--- src/rtl/p_encode_dat.sv ---
// -----------------------------------------------------------------------------
// p_encode_dat
// Transmit-side packer for the piston data/control word. Each accepted slice
// data beat is packed as {ctrl, data} (ctrl in the MSBs) and handed to the
// output through a 2-entry skid buffer. The buffer gives full throughput and
// keeps ready/valid registered on both sides.
//
// Ports
//   clk        in   1        rising-edge clock
//   reset_n    in   1        asynchronous active-low reset
//   k_ctrl     in   SELOU    new control selector value
//   k_ctrl_we  in   1        load k_ctrl into the sticky ctrl register
//   i_dat      in   DW       slice data beat
//   i_valid    in   1        i_dat valid
//   i_ready    out  1        block accepts a beat this cycle (registered)
//   t_kp_dat   out  TW       packed {ctrl,data} word (registered)
//   t_valid    out  1        t_kp_dat valid (registered)
//   t_ready    in   1        downstream accepts t_kp_dat
//   beat_cnt   out  32       beats delivered (only with P_ENCODE_BEATCNT_EN)
//
// Configuration macro: P_ENCODE_BEATCNT_EN. When it is defined, a wrapping
// 32-bit delivered-beat counter is added.
// -----------------------------------------------------------------------------
module p_encode_dat #(
    parameter int SELOU  = 4,
    parameter int SLICES = 4,
    parameter int PERIN  = 16,
    localparam int DW    = SLICES * PERIN,
    localparam int TW    = SELOU + DW
) (
    input  logic             clk,
    input  logic             reset_n,
    input  logic [SELOU-1:0] k_ctrl,
    input  logic             k_ctrl_we,
    input  logic [DW-1:0]    i_dat,
    input  logic             i_valid,
    output logic             i_ready,
    output logic [TW-1:0]    t_kp_dat,
    output logic             t_valid,
    input  logic             t_ready
`ifdef P_ENCODE_BEATCNT_EN
    ,
    output logic [31:0]      beat_cnt
`endif
);

    // ONE: only the output register holds a beat.
    // TWO: the output register and the skid register both hold a beat.
    typedef enum logic [1:0] {
        ST_EMPTY = 2'd0,
        ST_ONE   = 2'd1,
        ST_TWO   = 2'd2
    } occ_t;

    occ_t             state_r;
    occ_t             state_s;
    logic [SELOU-1:0] ctrl_r;
    logic [SELOU-1:0] ctrl_eff_s;
    logic [TW-1:0]    word_s;
    logic [TW-1:0]    out_r;
    logic [TW-1:0]    out_s;
    logic [TW-1:0]    skid_r;
    logic [TW-1:0]    skid_s;
    logic             valid_r;
    logic             valid_s;
    logic             ready_r;
    logic             ready_s;
    logic             in_fire_s;
    logic             out_fire_s;

    // A ctrl write in the same cycle as a beat applies to that beat.
    assign ctrl_eff_s = k_ctrl_we ? k_ctrl : ctrl_r;
    assign word_s     = {ctrl_eff_s, i_dat};
    assign in_fire_s  = i_valid && ready_r;
    assign out_fire_s = valid_r && t_ready;

    assign i_ready  = ready_r;
    assign t_kp_dat = out_r;
    assign t_valid  = valid_r;

    // Occupancy state register.
    always_ff @(posedge clk or negedge reset_n) begin
        if (!reset_n) begin
            state_r <= ST_EMPTY;
        end else begin
            state_r <= state_s;
        end
    end

    // Next occupancy, next buffer contents and next ready.
    always_comb begin
        state_s = state_r;
        out_s   = out_r;
        skid_s  = skid_r;
        valid_s = valid_r;
        case (state_r)
            ST_EMPTY: begin
                if (in_fire_s) begin
                    state_s = ST_ONE;
                    out_s   = word_s;
                    valid_s = 1'b1;
                end else begin
                    state_s = ST_EMPTY;
                end
            end
            ST_ONE: begin
                if (in_fire_s && !out_fire_s) begin
                    state_s = ST_TWO;
                    skid_s  = word_s;
                end else if (out_fire_s && !in_fire_s) begin
                    state_s = ST_EMPTY;
                    valid_s = 1'b0;
                end else if (in_fire_s && out_fire_s) begin
                    state_s = ST_ONE;
                    out_s   = word_s;
                end else begin
                    state_s = ST_ONE;
                end
            end
            ST_TWO: begin
                // ready is low in TWO, so only a pop can happen here.
                if (out_fire_s) begin
                    state_s = ST_ONE;
                    out_s   = skid_r;
                end else begin
                    state_s = ST_TWO;
                end
            end
            default: begin
                state_s = ST_EMPTY;
                valid_s = 1'b0;
            end
        endcase
        // Ready follows the occupancy that the next state will have.
        ready_s = (state_s != ST_TWO);
    end

    // Output register, skid register, valid and ready.
    always_ff @(posedge clk or negedge reset_n) begin
        if (!reset_n) begin
            out_r   <= '0;
            skid_r  <= '0;
            valid_r <= 1'b0;
            ready_r <= 1'b0;
        end else begin
            out_r   <= out_s;
            skid_r  <= skid_s;
            valid_r <= valid_s;
            ready_r <= ready_s;
        end
    end

    // Sticky control selector, written independently of data traffic.
    always_ff @(posedge clk or negedge reset_n) begin
        if (!reset_n) begin
            ctrl_r <= '0;
        end else if (k_ctrl_we) begin
            ctrl_r <= k_ctrl;
        end else begin
            ctrl_r <= ctrl_r;
        end
    end

`ifdef P_ENCODE_BEATCNT_EN
    logic [31:0] beat_cnt_r;

    // Delivered-beat counter; wraps naturally at 2^32.
    always_ff @(posedge clk or negedge reset_n) begin
        if (!reset_n) begin
            beat_cnt_r <= 32'd0;
        end else if (out_fire_s) begin
            beat_cnt_r <= beat_cnt_r + 32'd1;
        end else begin
            beat_cnt_r <= beat_cnt_r;
        end
    end

    assign beat_cnt = beat_cnt_r;
`endif

endmodule

--- config.mk ---
export PLATFORM = sky130hd
export DESIGN_NAME = p_encode_dat
export DESIGN_NICKNAME = d
export VERILOG_FILES = /design/src/rtl/p_encode_dat.sv
export SDC_FILE = /design/constraint.sdc
export NUM_CORES = 1
export LEC_CHECK = 0
export BUFFER_PORTS_ARGS = -buffer_cell sky130_fd_sc_hd__buf_2
export CAP_MARGIN = 20
export CELL_PAD_IN_SITES_DETAIL_PLACEMENT = 1
export CELL_PAD_IN_SITES_GLOBAL_PLACEMENT = 1
export CORE_MARGIN = 2
export CORE_UTILIZATION = 45
export DETAILED_ROUTE_END_ITERATION = 12
export GPL_ROUTABILITY_DRIVEN = 1
export PLACE_DENSITY_LB_ADDON = 0.25
export SLEW_MARGIN = 10
export SYNTH_ARGS = -nofsm -noshare
export SYNTH_HDL_FRONTEND = slang
export SYNTH_SLANG_ARGS = --single-unit
--- constraint.sdc ---
create_clock -name clk -period 4.02 [get_ports clk]
set_clock_uncertainty 0.15 [all_clocks]
set_input_delay 0.402 -clock clk [delete_from_list [all_inputs] [get_ports clk]]
set_output_delay 0.402 -clock clk [all_outputs]
set_load 0.02 [all_outputs]
==> flow_metrics.py <==
metrics = {
    "timing": {
        "final-setup-viol-count": 0,
        "hold_violations": 0,
        "worst_pin_slew_ps": 939,
        "period_share_pct": 66.1,
        "slew_viol_final": 0,
        "tns_ps": 0,
        "max_freq_ghz": 0.376,
        "relSlewSlack_pct": 37.4,
        "fin_hold_ws_ps": 82.8,
        "final.min_clock_period_ps": 2660,
        "rsz0062_at_grt": "false",
    },
    "clock_network": {
        "cts_made_buffers": 17,
        "cts_tree": "done",
        "root_buffer": "clkbuf_16",
        "clk_pin_slew_worst_paths_ps": 60,
        "clock_sinks": 144,
        "clk_path_buf_depth": 2,
        "cts_setup_buffers": 0,
        "htreeDepth": 4,
        "insertion_delay_ps": 410,
    },
    "die": {
        "die_h_um": 123,
        "rows": 43,
        "ios": 143,
        "die_area_mm2": 0.0152,
        "die_w_um": 123,
        "coreArea_mm2": 0.0139,
        "start_util_pct": 46.2,
    },
    "place": {
        "dp_hpwl_mm": 9.01,
        "numPortBuffers": 142,
        "dp.cells": 701,
        "gp_congestion": 0.712,
    },
    "cells_and_area": {
        "syn_to_final_growth_pct": 23.5,
        "layout.nets": 615,
        "diodes": 0,
        "drive_above_1_share_pct": 70.4,
        "layout.cells.non_filler": 734,
    },
    "logic_synthesis": {
        "yosys_warnings": 0,
        "netlist_top_cells_area": "dfrtp_1, mux2_2, mux2_4, buf_2, buf_6",
        "synth_cells": 396,
        "synth_seq_cells": 144,
        "syn_nets": 470,
        "yosysTopAreaCell": "dfrtp_1",
        "seq_area_frac_synth_pct": 56.3,
        "syn_area_per_cell_um2": 16.2,
        "synth_top_area_share_pct": 56.3,
        "yosysUniqueCellTypes": 23,
        "syn-cell-area_mm2": 0.00641,
    },
    "job": {
        "max-cap-violations": 0,
    },
    "power_and_ir_drop": {
        "p_leak_nw": 3.73,
        "report.power.total_mw": 7.05,
        "ir_drop_v": 0.000444,
        "cellPowerDensity_mw_per_mm2": 892,
    },
    "detailed_routing": {
        "dr.pass1.iters": 4,
        "drc_errors": 0,
        "vias": 3778,
        "via_per_inst": 5.15,
        "ant_nets": 0,
        "dr.first_iter.drc_count": 139,
        "totalWireLength_mm": 13.7,
        "routedWlPerCell_um": 18.7,
    },
    "global_routing": {
        "gr-usage-met1_pct": 22.2,
        "grt_use_total_pct": 18.9,
        "grt_pass1_vias": 4145,
        "grtUsageMet2_pct": 32.6,
        "top_usage_layer": "met2",
        "grt-ovfl-total": 0,
        "grt_max_degree": 103,
        "antenna_found_initial": 1,
        "gr-usage-met3_pct": 6.37,
        "grt_pass1_wl_mm": 21.6,
    },
    "status": {
        "status": "finished, final reports clean",
    },
    "worst_setup_path": {
        "critPathMaxFanout": 35,
        "cp-end-kind": "flop",
        "start_kind": "flop",
        "critPathArrivalTime_ps": 2800,
        "path_class": "flop to flop",
        "cp.required_ps": 4160,
    },
    "min_path": {
        "hold_path.class": "input port to flop",
    },
}
cell type report:
| class | instances | area, µm² |
|---|---|---|
| fillers | 1394 | 5970 |
| flip-flops and latches | 144 | 3600 |
| multi-input cells | 227 | 2650 |
| repair buffers | 149 | 792 |
| clock buffers | 21 | 470 |
| well taps | 180 | 225 |
| clock inverters | 11 | 160 |
| inverters | 2 | 7.51 |
critical path, cell delays in order (launching register included):
cell and delay, ps:
dfrtp_1 440, nand2_1 160, ha_1 280, nand4bb_1 260, a221oi_4 270, buf_4 540
mux2_2 410
registers in the layout (all words and copies together) (netlist names):
| register | cells |
|---|---|
| ctrl_r | 4 |
| i_ready | 1 |
| skid_r | 68 |
| state_r | 2 |
| t_kp_dat | 68 |
| t_valid | 1 |
power by group:
| group | switching (mW) | internal [mW] |
|---|---|---|
| registers | 0.400 | 2.19 |
| clock network | 0.579 | 1.08 |
| logic | 1.34 | 1.46 |
through the flow:
| stage | util, % | instance area [µm²] | worst slack, ps |
|---|---|---|---|
| finish | 57.0 | 7910 | 1360 |
| global route | 57.0 | 7910 | 1190 |
| CTS | 57.0 | 7910 | 1330 |
| detailed placement | 52.4 | 7270 | 1270 |
| global placement | 52.2 | 7240 | 1390 |
| floorplan | - | 6410 | 1700 |
synth_stat cells:
library cell and n:
mux2_2 168, dfrtp_1 144, mux2_4 40, buf_2 13, buf_6 5, buf_4 3, nand2_1 3, buf_8 2
inv_1 2, nand3_1 2, o21ai_0 2, a21oi_1 1, a221oi_2 1, a31oi_1 1, and2_1 1, and3b_1 1
ha_1 1, nand2b_1 1, nand4bb_1 1, nor2_1 1, nor2b_1 1, o21a_1 1, o311ai_0 1
kinds of logic (layout without fill, tap and decap cells):
family                     after synthesis  count (layout)  share of synthesized area, %
AOI/OAI and AO/OA                        7               7                         0.820
buffers and inverters                   25             183                          2.83
adders and majority gates                1               1                         0.195
DFF                                    144             144                          56.3
muxes                                  208             208                          38.9
and+or+nand+nor                         11              11                         0.996
repair_timing:
action / 4_1_cts / 5_1_grt
endpoints found under the hold margin: 7 / 0
endpoints found under the setup margin: 0 / 0
resized for setup: 0 / 0
hold buffers: 1 / 0
per-layer routing:
metal | vias up | part of all wire, %
met5 | - | 0.12
met4 | 2 | 1.1
met3 | 14 | 6.1
met2 | 94 | 52
met1 | 1958 | 40
li1 | 1710 | -
path summary, 6_finish.rpt:
| path | slack [ps] | from | depth (start not counted) | end |
|---|---|---|---|---|
| worst max-delay path | 1360 | t_valid | 6 | t_kp_dat[2] |
| worst min-delay path | 80 | i_dat[34] | 2 | skid_r[34] |
| worst max register to register | 1360 | t_valid | 6 | t_kp_dat[2] |
| worst min register to register | 350 | t_kp_dat[31] | 1 | t_kp_dat[31] |
| max in group asynchronous | 2300 | reset_n | 3 | skid_r[50] |
| min in group asynchronous | 510 | reset_n | 2 | t_kp_dat[14] |
cells in the final DEF, fill, tap and decap left out, types with 2 or more instances in the layout:
cell type	n
o21ai_0	2
bufinv_16	4
clkinvlp_4	2
mux2_2	168
clkinv_2	5
mux2_4	40
dfrtp_1	144
clkbuf_16	17
inv_1	2
buf_2	141
buf_4	5
clkbuf_8	3
nand2_1	3
(Power assumes the default switching activity.)
